==> config.mk <==
export PLATFORM = sky130hd
export DESIGN_NAME = puls_evt_queue_flat
export DESIGN_NICKNAME = d
export VERILOG_FILES = /design/src/rtl/puls_sync_pkg.sv /design/src/rtl/puls_evt_queue_if.sv /design/src/rtl/puls_pend_cntr.sv /design/src/rtl/puls_evt_queue.sv /design/src/flat_wrapper.sv
export SDC_FILE = /design/constraint.sdc
export NUM_CORES = 1
export LEC_CHECK = 0
export ABC_AREA = 1
export ABC_CLOCK_PERIOD_IN_PS = 2100
export BUFFER_PORTS_ARGS = -buffer_cell sky130_fd_sc_hd__buf_4
export CAP_MARGIN = 15
export CORE_UTILIZATION = 45
export DETAILED_ROUTE_END_ITERATION = 8
export GPL_TIMING_DRIVEN = 0
export HOLD_SLACK_MARGIN = 0.08
export PLACE_DENSITY_LB_ADDON = 0.3
export SETUP_SLACK_MARGIN = 0.2
export SYNTH_ARGS = -nofsm -noshare
export SYNTH_HDL_FRONTEND = slang
export SYNTH_SLANG_ARGS = --single-unit
==> constraint.sdc <==
create_clock -name i_src_clk -period 2.1 [get_ports i_src_clk]
set_input_delay 0.63 -clock i_src_clk [delete_from_list [all_inputs] [get_ports i_src_clk]]
set_output_delay 0.63 -clock i_src_clk [all_outputs]
set_load 0.01 [all_outputs]
==> src/rtl/puls_sync_pkg.sv <==
// -----------------------------------------------------------------------------
// puls_sync_pkg
//   Shared definitions for the pulse event queue and the pulse handshake
//   synchronizer that it feeds.
//
//   Contents
//     DEF_CNT_W    : default width of the pending-event counter
//     DEF_BUSY_TMO : default number of cycles to wait for ready to drop
//     evt_state_e  : issue FSM states (IDLE, WAIT_LOW, WAIT_HIGH)
//     tmo_width()  : bits needed for a counter that runs 0 .. n-1
// -----------------------------------------------------------------------------
package puls_sync_pkg;

   localparam int DEF_CNT_W    = 4;
   localparam int DEF_BUSY_TMO = 8;

   typedef enum logic [1:0] {
      ST_IDLE      = 2'd0,
      ST_WAIT_LOW  = 2'd1,
      ST_WAIT_HIGH = 2'd2
   } evt_state_e;

   // Width of a counter that only ever holds 0 .. n-1. Never narrower than
   // one bit so a degenerate BUSY_TMO of 1 still elaborates.
   function automatic int tmo_width(input int n);
      return (n < 2) ? 1 : $clog2(n);
   endfunction

endpackage : puls_sync_pkg

==> src/rtl/puls_evt_queue_if.sv <==
// -----------------------------------------------------------------------------
// puls_evt_queue_if
//   Bundles the event request side, the synchronizer handshake and the status
//   outputs of puls_evt_queue.
//
//   Signals
//     i_evt        : single-cycle event request from the source logic
//     i_sync_ready : ready from the downstream pulse handshake synchronizer
//     i_ovf_clr    : clears the sticky overflow flag
//     o_src_puls   : single-cycle pulse to the synchronizer
//     o_pend_cnt   : events queued but not yet issued
//     o_full       : queue at its maximum count
//     o_ovf        : sticky, an event was dropped
//     o_tmo        : single-cycle, a ready-fall timeout occurred
//
//   Modports
//     master : the side that raises events and watches status
//     slave  : the queue itself
// -----------------------------------------------------------------------------
interface puls_evt_queue_if
   import puls_sync_pkg::*;
#(
   parameter int CNT_W = DEF_CNT_W
);

   logic             i_evt;
   logic             i_sync_ready;
   logic             i_ovf_clr;
   logic             o_src_puls;
   logic [CNT_W-1:0] o_pend_cnt;
   logic             o_full;
   logic             o_ovf;
   logic             o_tmo;

   modport master (
      output i_evt,
      output i_sync_ready,
      output i_ovf_clr,
      input  o_src_puls,
      input  o_pend_cnt,
      input  o_full,
      input  o_ovf,
      input  o_tmo
   );

   modport slave (
      input  i_evt,
      input  i_sync_ready,
      input  i_ovf_clr,
      output o_src_puls,
      output o_pend_cnt,
      output o_full,
      output o_ovf,
      output o_tmo
   );

endinterface : puls_evt_queue_if

==> src/rtl/puls_pend_cntr.sv <==
// -----------------------------------------------------------------------------
// puls_pend_cntr
//   Saturating up/down counter of pending events.
//
//   Ports
//     clk    : clock
//     rst    : asynchronous reset, active-high
//     inc_i  : an event wants to be queued this cycle
//     dec_i  : a stored event is being issued this cycle
//     cnt_o  : current count (registered)
//     full_o : count equals 2^CNT_W-1 (combinational from the register)
//     drop_o : the increment request of this cycle is being discarded
//
//   An increment at full is only accepted when a decrement happens in the
//   same cycle; the count then stays at its maximum. A decrement at zero is
//   ignored so the count can never wrap downwards.
// -----------------------------------------------------------------------------
module puls_pend_cntr #(
   parameter int CNT_W = 4
) (
   input  logic             clk,
   input  logic             rst,
   input  logic             inc_i,
   input  logic             dec_i,
   output logic [CNT_W-1:0] cnt_o,
   output logic             full_o,
   output logic             drop_o
);

   localparam logic [CNT_W-1:0] CNT_MAX = {CNT_W{1'b1}};

   logic [CNT_W-1:0] cnt_q, cnt_d;
   logic             dec_eff;
   logic             inc_eff;
   logic             full;

   assign full = (cnt_q == CNT_MAX);

   always_comb begin
      cnt_d   = cnt_q;
      dec_eff = dec_i && (cnt_q != '0);
      // A same-cycle decrement frees the slot the new event needs.
      inc_eff = inc_i && (!full || dec_eff);
      drop_o  = inc_i && full && !dec_eff;

      case ({inc_eff, dec_eff})
         2'b10:   cnt_d = cnt_q + CNT_W'(1);
         2'b01:   cnt_d = cnt_q - CNT_W'(1);
         default: cnt_d = cnt_q;
      endcase
   end

   always_ff @(posedge clk or posedge rst) begin
      if (rst) begin
         cnt_q <= '0;
      end else begin
         cnt_q <= cnt_d;
      end
   end

   assign cnt_o  = cnt_q;
   assign full_o = full;

endmodule : puls_pend_cntr

==> src/rtl/puls_evt_queue.sv <==
// -----------------------------------------------------------------------------
// puls_evt_queue
//   Queues single-cycle source events and feeds them one at a time to a pulse
//   handshake synchronizer. Each issue is a one-cycle pulse on o_src_puls,
//   after which the block waits for the synchronizer's ready to fall
//   (WAIT_LOW) and rise again (WAIT_HIGH) before the next issue.
//
//   Ports
//     i_src_clk : the only clock
//     rst       : asynchronous reset, active-high
//     q_if      : puls_evt_queue_if slave (events, handshake, status)
//
//   Behaviour notes
//     - An event arriving on an empty queue while ready is high and the FSM is
//       in IDLE is issued directly without touching the counter.
//     - If ready never falls in WAIT_LOW the FSM gives up after BUSY_TMO
//       cycles, flags o_tmo for one cycle and proceeds to WAIT_HIGH.
//     - WAIT_HIGH has no timeout: a synchronizer that never returns ready
//       stalls the queue, which then fills and raises o_ovf.
//     - o_full is combinational from the count; every other output is a
//       register.
// -----------------------------------------------------------------------------
module puls_evt_queue
   import puls_sync_pkg::*;
#(
   parameter int CNT_W    = DEF_CNT_W,
   parameter int BUSY_TMO = DEF_BUSY_TMO
) (
   input  logic            i_src_clk,
   input  logic            rst,
   puls_evt_queue_if.slave q_if
);

   localparam int               TMO_W    = tmo_width(BUSY_TMO);
   localparam logic [TMO_W-1:0] TMO_LAST = TMO_W'(BUSY_TMO - 1);

   evt_state_e       state_q, state_d;
   logic [TMO_W-1:0] tmo_cnt_q, tmo_cnt_d;
   logic             src_puls_q, src_puls_d;
   logic             tmo_q, tmo_d;
   logic             ovf_q, ovf_d;

   logic             issue;
   logic             bypass;
   logic             have_pend;
   logic             cnt_inc;
   logic             cnt_dec;
   logic             cnt_full;
   logic             cnt_drop;
   logic [CNT_W-1:0] pend_cnt;

   assign have_pend = (pend_cnt != '0);

   // Issue FSM and ready-fall timeout.
   always_comb begin
      state_d    = state_q;
      tmo_cnt_d  = tmo_cnt_q;
      src_puls_d = 1'b0;
      tmo_d      = 1'b0;
      issue      = 1'b0;

      unique case (state_q)
         ST_IDLE: begin
            tmo_cnt_d = '0;
            if ((have_pend || q_if.i_evt) && q_if.i_sync_ready) begin
               issue      = 1'b1;
               src_puls_d = 1'b1;
               state_d    = ST_WAIT_LOW;
            end
         end

         ST_WAIT_LOW: begin
            if (!q_if.i_sync_ready) begin
               state_d   = ST_WAIT_HIGH;
               tmo_cnt_d = '0;
            end else if (tmo_cnt_q == TMO_LAST) begin
               // BUSY_TMO cycles with ready still high: assume the
               // synchronizer missed the fall and move on.
               state_d   = ST_WAIT_HIGH;
               tmo_cnt_d = '0;
               tmo_d     = 1'b1;
            end else begin
               tmo_cnt_d = tmo_cnt_q + TMO_W'(1);
            end
         end

         ST_WAIT_HIGH: begin
            tmo_cnt_d = '0;
            if (q_if.i_sync_ready) begin
               state_d = ST_IDLE;
            end
         end

         default: begin
            state_d   = ST_IDLE;
            tmo_cnt_d = '0;
         end
      endcase
   end

   // An issue takes a stored entry when one exists; otherwise it must be the
   // event of this very cycle, which then never enters the counter.
   assign bypass  = issue && !have_pend;
   assign cnt_dec = issue && have_pend;
   assign cnt_inc = q_if.i_evt && !bypass;

   // A drop in the same cycle as a clear leaves the flag set.
   always_comb begin
      ovf_d = ovf_q;
      if (cnt_drop) begin
         ovf_d = 1'b1;
      end else if (q_if.i_ovf_clr) begin
         ovf_d = 1'b0;
      end
   end

   always_ff @(posedge i_src_clk or posedge rst) begin
      if (rst) begin
         state_q    <= ST_IDLE;
         tmo_cnt_q  <= '0;
         src_puls_q <= 1'b0;
         tmo_q      <= 1'b0;
         ovf_q      <= 1'b0;
      end else begin
         state_q    <= state_d;
         tmo_cnt_q  <= tmo_cnt_d;
         src_puls_q <= src_puls_d;
         tmo_q      <= tmo_d;
         ovf_q      <= ovf_d;
      end
   end

   puls_pend_cntr #(
      .CNT_W (CNT_W)
   ) u_pend_cntr (
      .clk    (i_src_clk),
      .rst    (rst),
      .inc_i  (cnt_inc),
      .dec_i  (cnt_dec),
      .cnt_o  (pend_cnt),
      .full_o (cnt_full),
      .drop_o (cnt_drop)
   );

   assign q_if.o_src_puls = src_puls_q;
   assign q_if.o_pend_cnt = pend_cnt;
   assign q_if.o_full     = cnt_full;
   assign q_if.o_ovf      = ovf_q;
   assign q_if.o_tmo      = tmo_q;

endmodule : puls_evt_queue

==> src/flat_wrapper.sv <==
// flat-port wrapper written by rule: the top's interface ports become plain ports
module puls_evt_queue_flat import puls_sync_pkg::*;
#(
   parameter int CNT_W    = DEF_CNT_W,
   parameter int BUSY_TMO = DEF_BUSY_TMO
)
  (i_src_clk, rst, q_if_i_evt, q_if_i_sync_ready, q_if_i_ovf_clr, q_if_o_src_puls, q_if_o_pend_cnt, q_if_o_full, q_if_o_ovf, q_if_o_tmo);
  puls_evt_queue_if #(.CNT_W(CNT_W)) q_if_i ();
  input  logic i_src_clk;
  input  logic rst;
  input wire logic [$bits(q_if_i.i_evt)-1:0] q_if_i_evt;
  input wire logic [$bits(q_if_i.i_sync_ready)-1:0] q_if_i_sync_ready;
  input wire logic [$bits(q_if_i.i_ovf_clr)-1:0] q_if_i_ovf_clr;
  output wire logic [$bits(q_if_i.o_src_puls)-1:0] q_if_o_src_puls;
  output wire logic [$bits(q_if_i.o_pend_cnt)-1:0] q_if_o_pend_cnt;
  output wire logic [$bits(q_if_i.o_full)-1:0] q_if_o_full;
  output wire logic [$bits(q_if_i.o_ovf)-1:0] q_if_o_ovf;
  output wire logic [$bits(q_if_i.o_tmo)-1:0] q_if_o_tmo;
  assign q_if_i.i_evt = q_if_i_evt;
  assign q_if_i.i_sync_ready = q_if_i_sync_ready;
  assign q_if_i.i_ovf_clr = q_if_i_ovf_clr;
  assign q_if_o_src_puls = q_if_i.o_src_puls;
  assign q_if_o_pend_cnt = q_if_i.o_pend_cnt;
  assign q_if_o_full = q_if_i.o_full;
  assign q_if_o_ovf = q_if_i.o_ovf;
  assign q_if_o_tmo = q_if_i.o_tmo;
  puls_evt_queue #(.CNT_W(CNT_W), .BUSY_TMO(BUSY_TMO)) u_core (.i_src_clk(i_src_clk), .rst(rst), .q_if(q_if_i));
endmodule
Word-level counts from Yosys, hierarchy flattened
Index checks and enable logic that the tools add are counted.
{ "totals": {"output_inout_bits": 8, "elab_cells": 53, "in_bits": 5, "regBits": 12} }
{ "op_classes": {"n_mux": 16, "n_reduce_logical": 19, "n_addsub": 3, "n_eq_ne": 9} }
{ "ops": {"columns": ["op", "count"], "rows": [
  ["$mux W3", 3],
  ["$logic_and A1 B1 Y1", 8],
  ["$mux W2", 4],
  ["$pmux W4 S2", 1],
  ["$mux W1", 7],
  ["$pmux W2 S3", 1],
  ["$add A4 B1 Y4 const B", 1],
  ["$eq A2 B1 Y1 const B", 2],
  ["$eq A2 B2 Y1 const B", 2],
  ["$eq A4 B4 Y1 const B", 1],
  ["$logic_not A1 Y1", 4],
  ["$reduce_bool A2 Y1", 2],
  ["$reduce_bool A4 Y1", 1],
  ["$sub A4 B1 Y4 const B", 1],
  ["$add A3 B1 Y3 const B", 1],
  ["$eq A3 B3 Y1 const B", 1],
  ["$ne A3 B2 Y1 const B", 1],
  ["$reduce_and A3 Y1", 1],
  ["$logic_not A2 Y1", 1],
  ["$logic_or A1 B1 Y1", 2],
  ["$ne A2 B1 Y1 const B", 1],
  ["$ne A2 B2 Y1 const B", 1]
]} }

Depth between registers and ports, before layout
{ "depth": {"word_depth": 11, "mapped_depth": 15, "ltp_nobuf": 15} }

By module
A second synthesis with hierarchy kept.
{ "unflattened": {"cells_unflattened": 99, "hier_area_um2": 732.0} }
{ "by_module_without_submodules": {"columns": ["module", "cells_each", "area_per_inst_um2", "n_inst", "seq_area_each_um2"], "rows": [
  ["puls_evt_queue", 46, 380.4, 1, 200.2],
  ["puls_pend_cntr", 53, 351.6, 1, 100.1]
]} }

Worst setup path after synthesis
No wires, ideal clock.
{ "synth_timing": {"kind": "input-to-reg", "startpoint": "input q_if_i_sync_ready", "endpoint": "register u_core.u_pend_cntr.cnt_q[3] (netlist: u_core.u_pend_cntr.cnt_o[3])", "path_slack_ns": 0.318, "stages": 13, "n_path_buf": 0, "required_ns": 1.987, "arrival_time_ns": 1.669, "setup_ns": 0.113, "cell_sequence": "inv_2 -> nor2_4 -> nand3_4 -> inv_1 -> ha_1 -> nand2_1 -> nand2_1 -> a21oi_1 -> nand2_1 -> nand2_1 -> nand2_1 -> nand2_1 -> inv_1"} }
{ "synth_via": {"elab_chain_cells": 9, "word_cells_on_any_way": 14, "classes_between": "2 x eq/ne; 3 x mux; 9 x reduce/logical"} }
{ "synth_lines": {"columns": ["item", "line", "text"], "rows": [
  ["start: declaration", "flat_wrapper.sv:12", "input wire logic [$bits(q_if_i.i_sync_ready)-1:0] q_if_i_sync_ready;"],
  ["$logic_and A1 B1 Y1 (*)", "puls_evt_queue.sv:65", "if ((have_pend || q_if.i_evt) && q_if.i_sync_ready) begin"],
  ["$mux W1 (*)", "puls_evt_queue.sv:65", null],
  ["$mux W1 (*)", "puls_evt_queue.sv:62", "unique case (state_q)"],
  ["$logic_and A1 B1 Y1 (on tied branches)", "puls_evt_queue.sv:103, puls_evt_queue.sv:104", null],
  ["$logic_not A1 Y1 or $logic_and A1 B1 Y1 (tied branches)", "puls_evt_queue.sv:105, puls_pend_cntr.sv:41", null],
  ["$logic_and A1 B1 Y1 or $logic_or A1 B1 Y1 (tied branches)", "puls_evt_queue.sv:105, puls_pend_cntr.sv:43", null],
  ["$logic_and A1 B1 Y1", "puls_pend_cntr.sv:43", "inc_eff = inc_i && (!full || dec_eff);"],
  ["$eq A2 B1 Y1 or $eq A2 B2 Y1 (tied branches)", "puls_pend_cntr.sv:46", "case ({inc_eff, dec_eff})"],
  ["$pmux W4 S2 or $reduce_bool A2 Y1 (tied branches)", null, null],
  ["end signal: assignment", "puls_pend_cntr.sv:57", "cnt_q <= cnt_d;"],
  ["end: declaration", "puls_pend_cntr.sv:32", "logic [CNT_W-1:0] cnt_q, cnt_d;"]
]} }
Every way passes the cells marked *; elsewhere a longest branch is shown, timed or not.
A chain may end at the register's enable or synchronous reset.

Worst setup path after layout
{ "layout_timing": {"startpoint": "register u_core.u_pend_cntr.cnt_q[2] (netlist: u_core.u_pend_cntr.cnt_o[2])", "endpoint": "output q_if_o_full"} }
{ "layout_via": {"elab_chain_cells": 1} }
{ "layout_lines": {"columns": ["item", "line", "text"], "rows": [
  ["$eq A4 B4 Y1", "puls_pend_cntr.sv:37", "assign full = (cnt_q == CNT_MAX);"],
  ["end: declaration", "flat_wrapper.sv:16", "output wire logic [$bits(q_if_i.o_full)-1:0] q_if_o_full;"]
]} }
Every way passes these cells.

==> impl_results.md <==
* Status: completed
* Worst setup SP type: flop
* Yosys cell types at 18
* Fraction of layout cells with a size suffix above 1 at between 30% and 40%
* Area share of fa/ha/maj cells after synthesis at approximately 10%
* Worst Setup End Kind: primary output
* Routability congestion estimate at 0.656
* CP arrival at between 1 and 1.5 ns
* Switching Power at between 500 and 600 µW
* Total GRT Usage at between 10% and 20%
* Yosys reg bits at 12
* Max Slew Vio Count at 0
* Critical path type: flop to primary output
* TritonCTS Buffers at 3
* Top FF cell, synth: dfrtp_1
* Reg clk slew, reported paths at ~0.080 ns
* Async S/R FF share, synth at 100%
* Slew margin rel. at around 69%
* Post-synth top area share at between 40% and 50%
* Worst-Margin Slew at between 0.4 and 0.5 ns
* Register area share after synthesis at between 40 and 50%
* Reg-to-Reg Start: u_core.u_pend_cntr.cnt_o[2]$_DFFE_PP0P_
* Synth top cells by count: inv_1 (18), nand2_1 (16), dfrtp_1 (12)
* Power per cell area at 1410 mW/mm²
* Dpl cells at around 110
* Achievable clock frequency at between 500 and 600 MHz
* Worst-skew pair later-pin latency at around 0.27 ns
* Vias in the first global route at between 400 and 500
* # fillers at 112
* Avg Cell Area, Syn at about 8.3 µm²
* Tmin final at roughly 1.9 ns
* Post-DRT Antenna Nets at 0
* Synth area leader: dfrtp_1
* Area fraction in compound gates after synthesis at between 3 and 4%
* Post-synth EDFFs at 0
* Final hold viol count at 0
* Pin count of the biggest net entering global routing at 13
* Synthesized area at just under 700 µm²
* Period utilization at about 90%
* Power Internal at just over 700 µW
* Die W at 40.9 µm
* Combinational share of power at between 50% and 60%
* Root buf cell: clkbuf_4
* VDD IR max at between 0.0007 and 0.0008 V
* P_leak at around 0.50 nW
* Total power draw at around 1.2 mW
* Routed Wire Length at around 1300 µm
* Max cap viols at 0
* Clock skew at around 0.0045 ns
* Clock Power Share at between 10% and 20%
* Top cells by area, synth: dfrtp_1 (44%), inv_1 (9.9%), nand2_1 (8.8%), ha_1 (7.3%), nand3_1 (4.4%)
* RSZ-0062 raised after global routing: false
* Final Non-Filler Cells at about 120
* Synth Area in XOR/XNOR at between 2 and 3%
* Port Buf Inserts at 12
* Vias per inst at roughly 4.8
* WP data required at roughly 1.5 ns
* HPWL Detailed at slightly below 900 µm
* I/O pins at 13
* Crit Path Max Fanout at 5
* DR iter-0 viols at 11
* Yosys Warn Count at 0
* Initial antenna violation count at 0
* Net count after synthesis at approximately 90
* Mux share of post-synthesis cell area at 0%
* Count leader, synth: inv_1
* CTS tree: done
* Drt drc at 0
* Global-route wire length before repair at 1690 µm
* Overflow after GRT at 0
* R2R Path End: u_core.u_pend_cntr.cnt_o[3]$_DFFE_PP0P_
* CORE AREA at 0.00135 mm²
* Worst r2r path cells at 13
* Sequential power share at approximately a third
* Max Buffers Root-to-Sink at 2
* Initial cell density of the core at 50.5%
* Total number of vias at 563
* Die Height at approximately 41 µm
* Simple-gate portion of the synthesized area at between 20% and 30%
* Layout area overhead at 29.2%
* Cells after synthesis at 82
* R2R Setup Slk at 0.33 ns
* H-tree depth at 1
* Number of detailed-route iterations in the first pass at 4
* CTS sink cnt at 12
* Row count at 13
* Final setup fails at 0
* Diode count at 0
* Main combinational cell family by area after synthesis: simple AND/OR/NAND/NOR gates
* Setup tns final at 0 ns
* Final net count at about 110
* Layout Utilization at between 60% and 70%
* Net Sw Frac at roughly 42%
* Worst hold path type: primary input to asynchronous set/reset pin
* Wire length per cell at around 11 µm
* Die area at 0.00167 mm²
==> metrics by stage <==
| step | cell area (µm²) | hold WS (ns) | worst slack (ns) |
|---|---|---|---|
| 2_1_floorplan | 682 | 0.409 | 0.318 |
| 3_3_place_gp | 791 | 0.420 | 0.119 |
| 3_5_place_dp | 791 | 0.442 | 0.0642 |
| 4_1_cts | 827 | 0.377 | 0.222 |
| 5_1_grt | 881 | 0.387 | 0.169 |
| 6_report | 881 | 0.358 | 0.248 |
==> area by class of cell <==
cell class              count  area (µm²)  area share [%]
multi-input cells          50         327            37.1
flip-flops and latches     12         304            34.5
repair buffers             16         120            13.6
inverters                  20        75.1            8.52
clock buffers               4        36.3            4.12
well taps                  15        18.8            2.13
==> flip-flops by register name, summed over array words and instances, names as in the netlist <==
name / count
u_core.u_pend_cntr.cnt_o: 4
u_core.tmo_cnt_q: 3
u_core.state_q: 2
u_core.q_if.o_ovf: 1
u_core.q_if.o_src_puls: 1
u_core.q_if.o_tmo: 1
==> power groups by stage <==
stage | sequential, mW | clock [mW] | combinational [mW]
after global placement | 0.396 | 0 | 0.531
final | 0.417 | 0.184 | 0.641
after floorplan | 0.407 | 0 | 0.372
after CTS | 0.395 | 0.186 | 0.556
after detailed placement | 0.400 | 0 | 0.553
after global routing | 0.425 | 0.205 | 0.729
==> critical path: stages (launching register included) <==
cell	delay (ns)
dfrtp_2	0.46
buf_4	0.15
nand2_1	0.05
inv_1	0.04
nand2_2	0.07
inv_1	0.05
buf_4	0.13
==> routing by layer <==
| layer | up-vias | part of all wire (%) | GRT usage (%) |
|---|---|---|---|
| li1 | 290 | - | - |
| met1 | 254 | 41 | 17.9 |
| met2 | 14 | 51 | 26.6 |
| met3 | 5 | 5.4 | 8.15 |
| met4 | 0 | 2.2 | 7.50 |
| met5 | - | 0 | 0 |
==> repair_timing <==
action                     in CTS  in global routing
setup endpoints to repair       0                  1
hold endpoints to repair        0                  0
hold buffers                    0                  0
resized for setup               0                  7
setup buffers                   0                  4
==> cells by family after synthesis <==
group                    count (synthesis)
buffers and inverters                   20
AO/OA/AOI/OAI                            5
XOR/XNOR                                 2
flip-flops                              12
adder cells (fa/ha/maj)                  5
AND/OR/NAND/NOR                         38
==> cells in the final DEF (no fill, tap or decap) <==
| cell type | n |
|---|---|
| a21oi_1 | 3 |
| buf_4 | 16 |
| clkbuf_4 | 3 |
| clkbuf_8 | 1 |
| dfrtp_1 | 9 |
| dfrtp_2 | 3 |
| fa_1 | 1 |
| ha_1 | 3 |
| ha_4 | 1 |
| inv_1 | 17 |
| inv_2 | 3 |
| nand2_1 | 16 |
| nand2_2 | 2 |
| nand2_4 | 1 |
| nand3_1 | 6 |
| nand3_2 | 1 |
| nand3_4 | 1 |
| nor2_1 | 7 |
| nor2_2 | 1 |
| nor2_4 | 2 |
| nor3_1 | 1 |
| o21ai_0 | 2 |
| xor2_1 | 2 |
==> how the worst max path moves through the flow <==
| stage | from | slack (ns) | depth (start not counted) | end |
|---|---|---|---|---|
| 2_1_floorplan | q_if_i_sync_ready | 0.32 | 13 | u_core.u_pend_cntr.cnt_o[3]$_DFFE_PP0P_ |
| 3_3_place_gp | q_if_i_sync_ready | 0.12 | 14 | u_core.u_pend_cntr.cnt_o[3]$_DFFE_PP0P_ |
| 3_5_place_dp | q_if_i_sync_ready | 0.06 | 14 | u_core.u_pend_cntr.cnt_o[3]$_DFFE_PP0P_ |
| 4_1_cts | u_core.u_pend_cntr.cnt_o[0]$_DFFE_PP0P_ | 0.22 | 13 | u_core.u_pend_cntr.cnt_o[3]$_DFFE_PP0P_ |
| 5_1_grt | u_core.u_pend_cntr.cnt_o[2]$_DFFE_PP0P_ | 0.17 | 13 | u_core.u_pend_cntr.cnt_o[3]$_DFFE_PP0P_ |
| 6_report | u_core.u_pend_cntr.cnt_o[2]$_DFFE_PP0P_ | 0.25 | 6 | q_if_o_full |
Note: power is estimated with default switching activity, not from simulation.
